File: config.mk
export PLATFORM = sky130hd
export DESIGN_NAME = bd_tag_merge
export DESIGN_NICKNAME = d
export VERILOG_FILES = /design/src/rtl/bd_word_pkg.sv /design/src/rtl/bd_tag_merge_arb.sv /design/src/rtl/bd_tag_merge.sv
export SDC_FILE = /design/constraint.sdc
export NUM_CORES = 1
export LEC_CHECK = 0
export BUFFER_PORTS_ARGS = -buffer_cell sky130_fd_sc_hd__buf_2
export CORE_MARGIN = 2
export CORE_UTILIZATION = 45
export CTS_BUF_LIST = sky130_fd_sc_hd__clkbuf_16
export DETAILED_ROUTE_END_ITERATION = 10
export HOLD_SLACK_MARGIN = 0.03
export PLACE_DENSITY = 0.84
export SYNTH_ARGS = -nofsm -noshare
export SYNTH_HDL_FRONTEND = slang
export SYNTH_SLANG_ARGS = --single-unit
File: constraint.sdc
create_clock -name clk -period 9.3 [get_ports clk]
set_clock_uncertainty 0.2 [all_clocks]
set_input_delay 0.465 -clock clk [delete_from_list [all_inputs] [get_ports clk]]
set_output_delay 0.465 -clock clk [all_outputs]
set_load 0.03 [all_outputs]
File: src/rtl/bd_word_pkg.sv
// Shared definitions for unencoded BD words: default field widths, the leaf
// code stamped on spike-tag words, the packed {leaf, payload} word layout and
// the requester identifiers used by the tag-merge arbiter.
package bd_word_pkg;

  // Default field widths of an unencoded BD word and of a spike tag.
  localparam int NLEAF_DEF    = 5;
  localparam int NPAYLOAD_DEF = 24;
  localparam int NTAG_DEF     = 11;
  localparam int NCT_DEF      = 9;

  // Leaf code that marks a word as a tag word on the merged stream.
  localparam logic [NLEAF_DEF-1:0] TAG_LEAF_DEF = 5'd3;

  // Unencoded BD word: routing leaf code in the MSBs, payload below it.
  typedef struct packed {
    logic [NLEAF_DEF-1:0]    leaf;
    logic [NPAYLOAD_DEF-1:0] payload;
  } bd_word_t;

  // Identifies which requester was granted last.
  typedef enum logic {
    SRC_WORD = 1'b0,
    SRC_TAG  = 1'b1
  } bd_src_e;

endpackage

File: src/rtl/bd_tag_merge_arb.sv
// Two-requester arbiter for the BD tag merge: PC words vs. spike tags.
// Default build: round-robin on contention, starting with the PC word.
// Build option BD_TAG_MERGE_TAG_PRIORITY_EN: tags win every contention.
// Grants are combinational and only issued when the output slot can load.
module bd_tag_merge_arb
  import bd_word_pkg::*;
(
  input  logic clk,
  input  logic reset,
  input  logic req_word_i,
  input  logic req_tag_i,
  input  logic load_ok_i,
  output logic gnt_word_o,
  output logic gnt_tag_o
);

  bd_src_e last_q;
  bd_src_e last_d;
  logic    pick_tag;

  // Choose a winner, gate it by load availability and reset, and work out
  // the new last-grant pointer (moves only when a grant is really issued,
  // which by construction coincides with a transfer).
  always_comb begin
    pick_tag = 1'b0;
    if (req_tag_i && !req_word_i) begin
      pick_tag = 1'b1;
    end else if (req_tag_i && req_word_i) begin
`ifdef BD_TAG_MERGE_TAG_PRIORITY_EN
      pick_tag = 1'b1;
`else
      pick_tag = (last_q == SRC_WORD);
`endif
    end

    gnt_word_o = !reset && load_ok_i && req_word_i && !pick_tag;
    gnt_tag_o  = !reset && load_ok_i && req_tag_i  &&  pick_tag;

    last_d = last_q;
    if (gnt_word_o) begin
      last_d = SRC_WORD;
    end else if (gnt_tag_o) begin
      last_d = SRC_TAG;
    end
  end

  // Last-grant pointer; reset to "tag" so the PC word wins the first contention.
  always_ff @(posedge clk) begin
    if (reset) begin
      last_q <= SRC_TAG;
    end else begin
      last_q <= last_d;
    end
  end

endmodule

File: src/rtl/bd_tag_merge.sv
// BD tag merge: folds spike-generator tags into the PC-side BD word stream.
// PC words pass through untouched; a tag becomes {TAG_LEAF, 0.., ct, tag}.
// One output register with 1-cycle latency, reloadable while being drained
// so a 1 word/cycle stream is sustained.
// Build option BD_TAG_MERGE_TAG_PRIORITY_EN selects strict tag priority
// instead of round-robin (handled in bd_tag_merge_arb).
module bd_tag_merge
  import bd_word_pkg::*;
#(
  parameter int                NTAG     = NTAG_DEF,
  parameter int                NCT      = NCT_DEF,
  parameter int                NLEAF    = NLEAF_DEF,
  parameter int                NPAYLOAD = NPAYLOAD_DEF,
  parameter logic [NLEAF-1:0]  TAG_LEAF = TAG_LEAF_DEF
) (
  input  logic                      clk,
  input  logic                      reset,
  input  logic                      word_in_v,
  input  logic [NLEAF+NPAYLOAD-1:0] word_in_d,
  output logic                      word_in_a,
  input  logic                      tag_in_v,
  input  logic [NTAG-1:0]           tag_in_tag,
  input  logic [NCT-1:0]            tag_in_ct,
  output logic                      tag_in_a,
  output logic                      out_v,
  output logic [NLEAF+NPAYLOAD-1:0] out_d,
  input  logic                      out_a
);

  localparam int NW = NLEAF + NPAYLOAD;

  logic          out_v_q, out_v_d;
  logic [NW-1:0] out_d_q, out_d_d;
  logic          load_ok;
  logic          gnt_word, gnt_tag;
  logic [NPAYLOAD-1:0] tag_payload;
  logic [NW-1:0]       tag_word;

  // The output slot may take a new word when empty or drained this cycle.
  assign load_ok = !out_v_q || out_a;

  bd_tag_merge_arb u_arb (
    .clk        (clk),
    .reset      (reset),
    .req_word_i (word_in_v),
    .req_tag_i  (tag_in_v),
    .load_ok_i  (load_ok),
    .gnt_word_o (gnt_word),
    .gnt_tag_o  (gnt_tag)
  );

  assign word_in_a = gnt_word;
  assign tag_in_a  = gnt_tag;

  // Tag payload: tag in the LSBs, count directly above, zeros up to the top.
  always_comb begin
    tag_payload                   = '0;
    tag_payload[NTAG-1:0]         = tag_in_tag;
    tag_payload[NTAG+NCT-1:NTAG]  = tag_in_ct;
  end

  assign tag_word = {TAG_LEAF, tag_payload};

  // Output slot next state: hold while stalled, otherwise load the granted word.
  always_comb begin
    out_v_d = out_v_q;
    out_d_d = out_d_q;
    if (load_ok) begin
      out_v_d = gnt_word || gnt_tag;
      if (gnt_word) begin
        out_d_d = word_in_d;
      end else if (gnt_tag) begin
        out_d_d = tag_word;
      end
    end
  end

  // Output register; reset only empties the slot, the data is don't-care then.
  always_ff @(posedge clk) begin
    if (reset) begin
      out_v_q <= 1'b0;
    end else begin
      out_v_q <= out_v_d;
    end
    out_d_q <= out_d_d;
  end

  assign out_v = out_v_q;
  assign out_d = out_d_q;

endmodule

==> results.yml <==
global_route:
  grt-ovfl-total: 0
  first_global_vias: 1008
  groute.usage.overall: 0.175
  grt_antenna_before_repair: 0
  largest_net_degree_at_the_start_of_global_routing: 30
  grt_first_pass_wirelength_mm: 4.32
placed_design:
  place.gp.congestion: 0.651
  placed_cell_area_um2: 1830
  dp_hpwl_mm: 2.26
  io_buffers: 85
  dpl_worst_slack_ns: 6.79
outcome:
  run_status: "completed"
die:
  chipWidth_um: 59.3
  chipHeight_um: 59.3
  num_rows: 20
  top_level_ports: 86
  die_area_um2: 3510
  core_um2: 2980
  initial_utilization: 0.461
drt:
  drt.antenna.violating_nets: 0
  post_drt_wl_per_cell_um: 14.1
  drt_first_iter_violations: 29
  detail_route.wirelength.met1_um: 925
  num_vias: 973
  wl_met3_um: 131
  first_pass_iteration_count_of_the_detailed_router: 4
  top_signal_layer_used: "met4"
  wirelength_mm: 2.82
  via_per_inst: 4.87
  drcViolationCount: 0
  met2WireLength_mm: 1.69
pwr:
  power.total_mw: 0.372
  total_leakage_power_nw: 0.952
  powerDensity_nw_per_um2: 189
  irDropWorstVdd_mv: 0.0923
setup_path:
  cp.arrival_ns: 1.88
  critPathRequiredTime_ns: 8.64
  timing.rr.end: "out_d[16]"
  timing.critical_path.to_type: "primary output"
  timing.critical_path.from_type: "flop"
  slowest_delay_ns: 0.73
  slowest_stage: "or4b_4"
  crit-reg2reg-launch: "out_v"
  timing.setup.critical_path_class: "reg -> out"
  reg2reg_slack_ns: 7.29
  timing.reg2reg.worst_path_depth: 3
  worstPathCellList: "nor2b_4 > or4b_4 > inv_2 > buf_2"
  critical_path.max_fanout: 21
final_layout:
  layout.nets: 220
  design_area_um2: 1970
  mostFrequentLayoutCell: "buf_2"
  most-common-layout-cells: "85 x buf_2, 29 x edfxtp_1, 20 x mux2_4, 7 x and2_1, 5 x clkbuf_16"
  flow.area_growth_from_synthesis_pct: 43.2
  antenna-diode-count: 0
  post_route_cells_drive_above_1_share: 0.689
sta:
  total_neg_setup_slack_ns: 0
  finalSetupViolations: 0
  postLayoutSetupSlackWorst_ns: 6.76
  worst_hold_slack_ns: 0.220
  finalHoldViolCount: 0
  final-max-slew-violation-count: 0
  finalCritPeriodShare: 0.274
  slew-limit-headroom: 0.739
  rsz_0062_raised_after_global_routing: "false"
  final.min_clock_period_ns: 2.54
  fmax_ghz: 0.393
  timing_worst_slew_pin_value_ns: 0.391
yosys:
  yosys.cell_types.count: 15
  postSynthAreaPerCell_um2: 18.3
  dominant_combinational_cell_family_by_area_after_synthesis: "multiplexers"
  post_synth_simple_gate_area: 0.0883
  synthMuxAreaShare: 0.219
  synth_nets: 129
  synth_adder_area_share: 0
  synth_compound_gate_area_share: 0.0109
  synth_warnings: 0
  synthCells: 75
  synthXorXnorAreaFrac: 0
  postSynthRegisterBits: 31
  synth_seq_area_share: 0.663
  synthesis.area_um2: 1370
cts:
  cts_hold_buffers: 0
  insertion_delay_ns: 0.27
  cts.reportedPaths.clkPinSlew_ns: 0.05
  cts_resized: 0
  cts-root-buf: "clkbuf_16"
  cts_buffer_depth: 2
  cts_made_buffers: 5
  cts-htree-levels: 2
  cts_tree: "done"
  clock-sinks: 31
  cts_setup_buffers: 0
flow_run:
  maxCapViolCount: 0
hold_path:
  min_delay_path_depth: 2
  worst_hold_path_type: "in -> reg"
  hold_path.startpoint: "reset"
  hold_end: "out_v"
==> routing by layer <==
metal  up-vias  track usage
met5         -            0
met4         0        0.140
met3         7       0.0393
met2        34        0.325
met1       468        0.159
li1        464            -
==> cell usage after synthesis (all sizes together) <==
cell	n	share of area
nor2b	2	0.015
nor2	1	0.0027
a221o	1	0.0073
inv	1	0.0027
dfxtp	2	0.029
and2	7	0.032
buf	2	0.016
nand2b	3	0.014
nand2	3	0.0082
nor3	2	0.0073
edfxtp	29	0.63
mux2	20	0.22
a21oi	1	0.0036
or4b	1	0.010
==> cells by family (layout without fill, tap and decap cells) <==
group,Yosys count,count (layout)
buffers and inverters,3,95
AND/OR/NAND/NOR,19,19
AO/OA/AOI/OAI,2,2
flip-flops,31,31
multiplexers,20,20
==> layout make-up <==
cell class / instances / area (um^2)
Clock inverter: 3 / 11.3
Multi-Input combinational cell: 41 / 442
Sequential cell: 31 / 911
Inverter: 1 / 3.75
Fill cell: 224 / 1010
Clock buffer: 5 / 125
Tap cell: 33 / 41.3
Timing Repair Buffer: 86 / 433
==> worst max path at each step <==
stage | to | start
after floorplan | out_d[0] | out_v
after global placement | word_in_a | tag_in_v
after detailed placement | word_in_a | tag_in_v
after CTS | word_in_a | out_v
after global routing | word_in_a | out_v
final | word_in_a | out_v
==> stage by stage <==
stage,instances,util
global placement,192,0.615
global route,200,0.661
CTS,200,0.661
finish,200,0.661
detailed placement,192,0.615
floorplan,75,-
==> critical path: cells and delay by family, from the launching register on <==
kind	cells	cell delay, ns
AND/OR/NAND/NOR	2	0.87
buffers and inverters	2	0.42
flip-flops	1	0.32
==> power breakdown <==
group	leakage [nW]	total [mW]	internal (mW)	switching (mW)
sequential	0.292	0.166	0.164	0.00223
combinational	0.589	0.0596	0.0269	0.0328
clock	0.0701	0.147	0.0958	0.0512
==> flip-flops by register name, indices dropped and copies added, names as in the netlist <==
register / count
out_d: 29
out_v: 1
u_arb.last_q: 1
(Power assumes the default switching activity.)
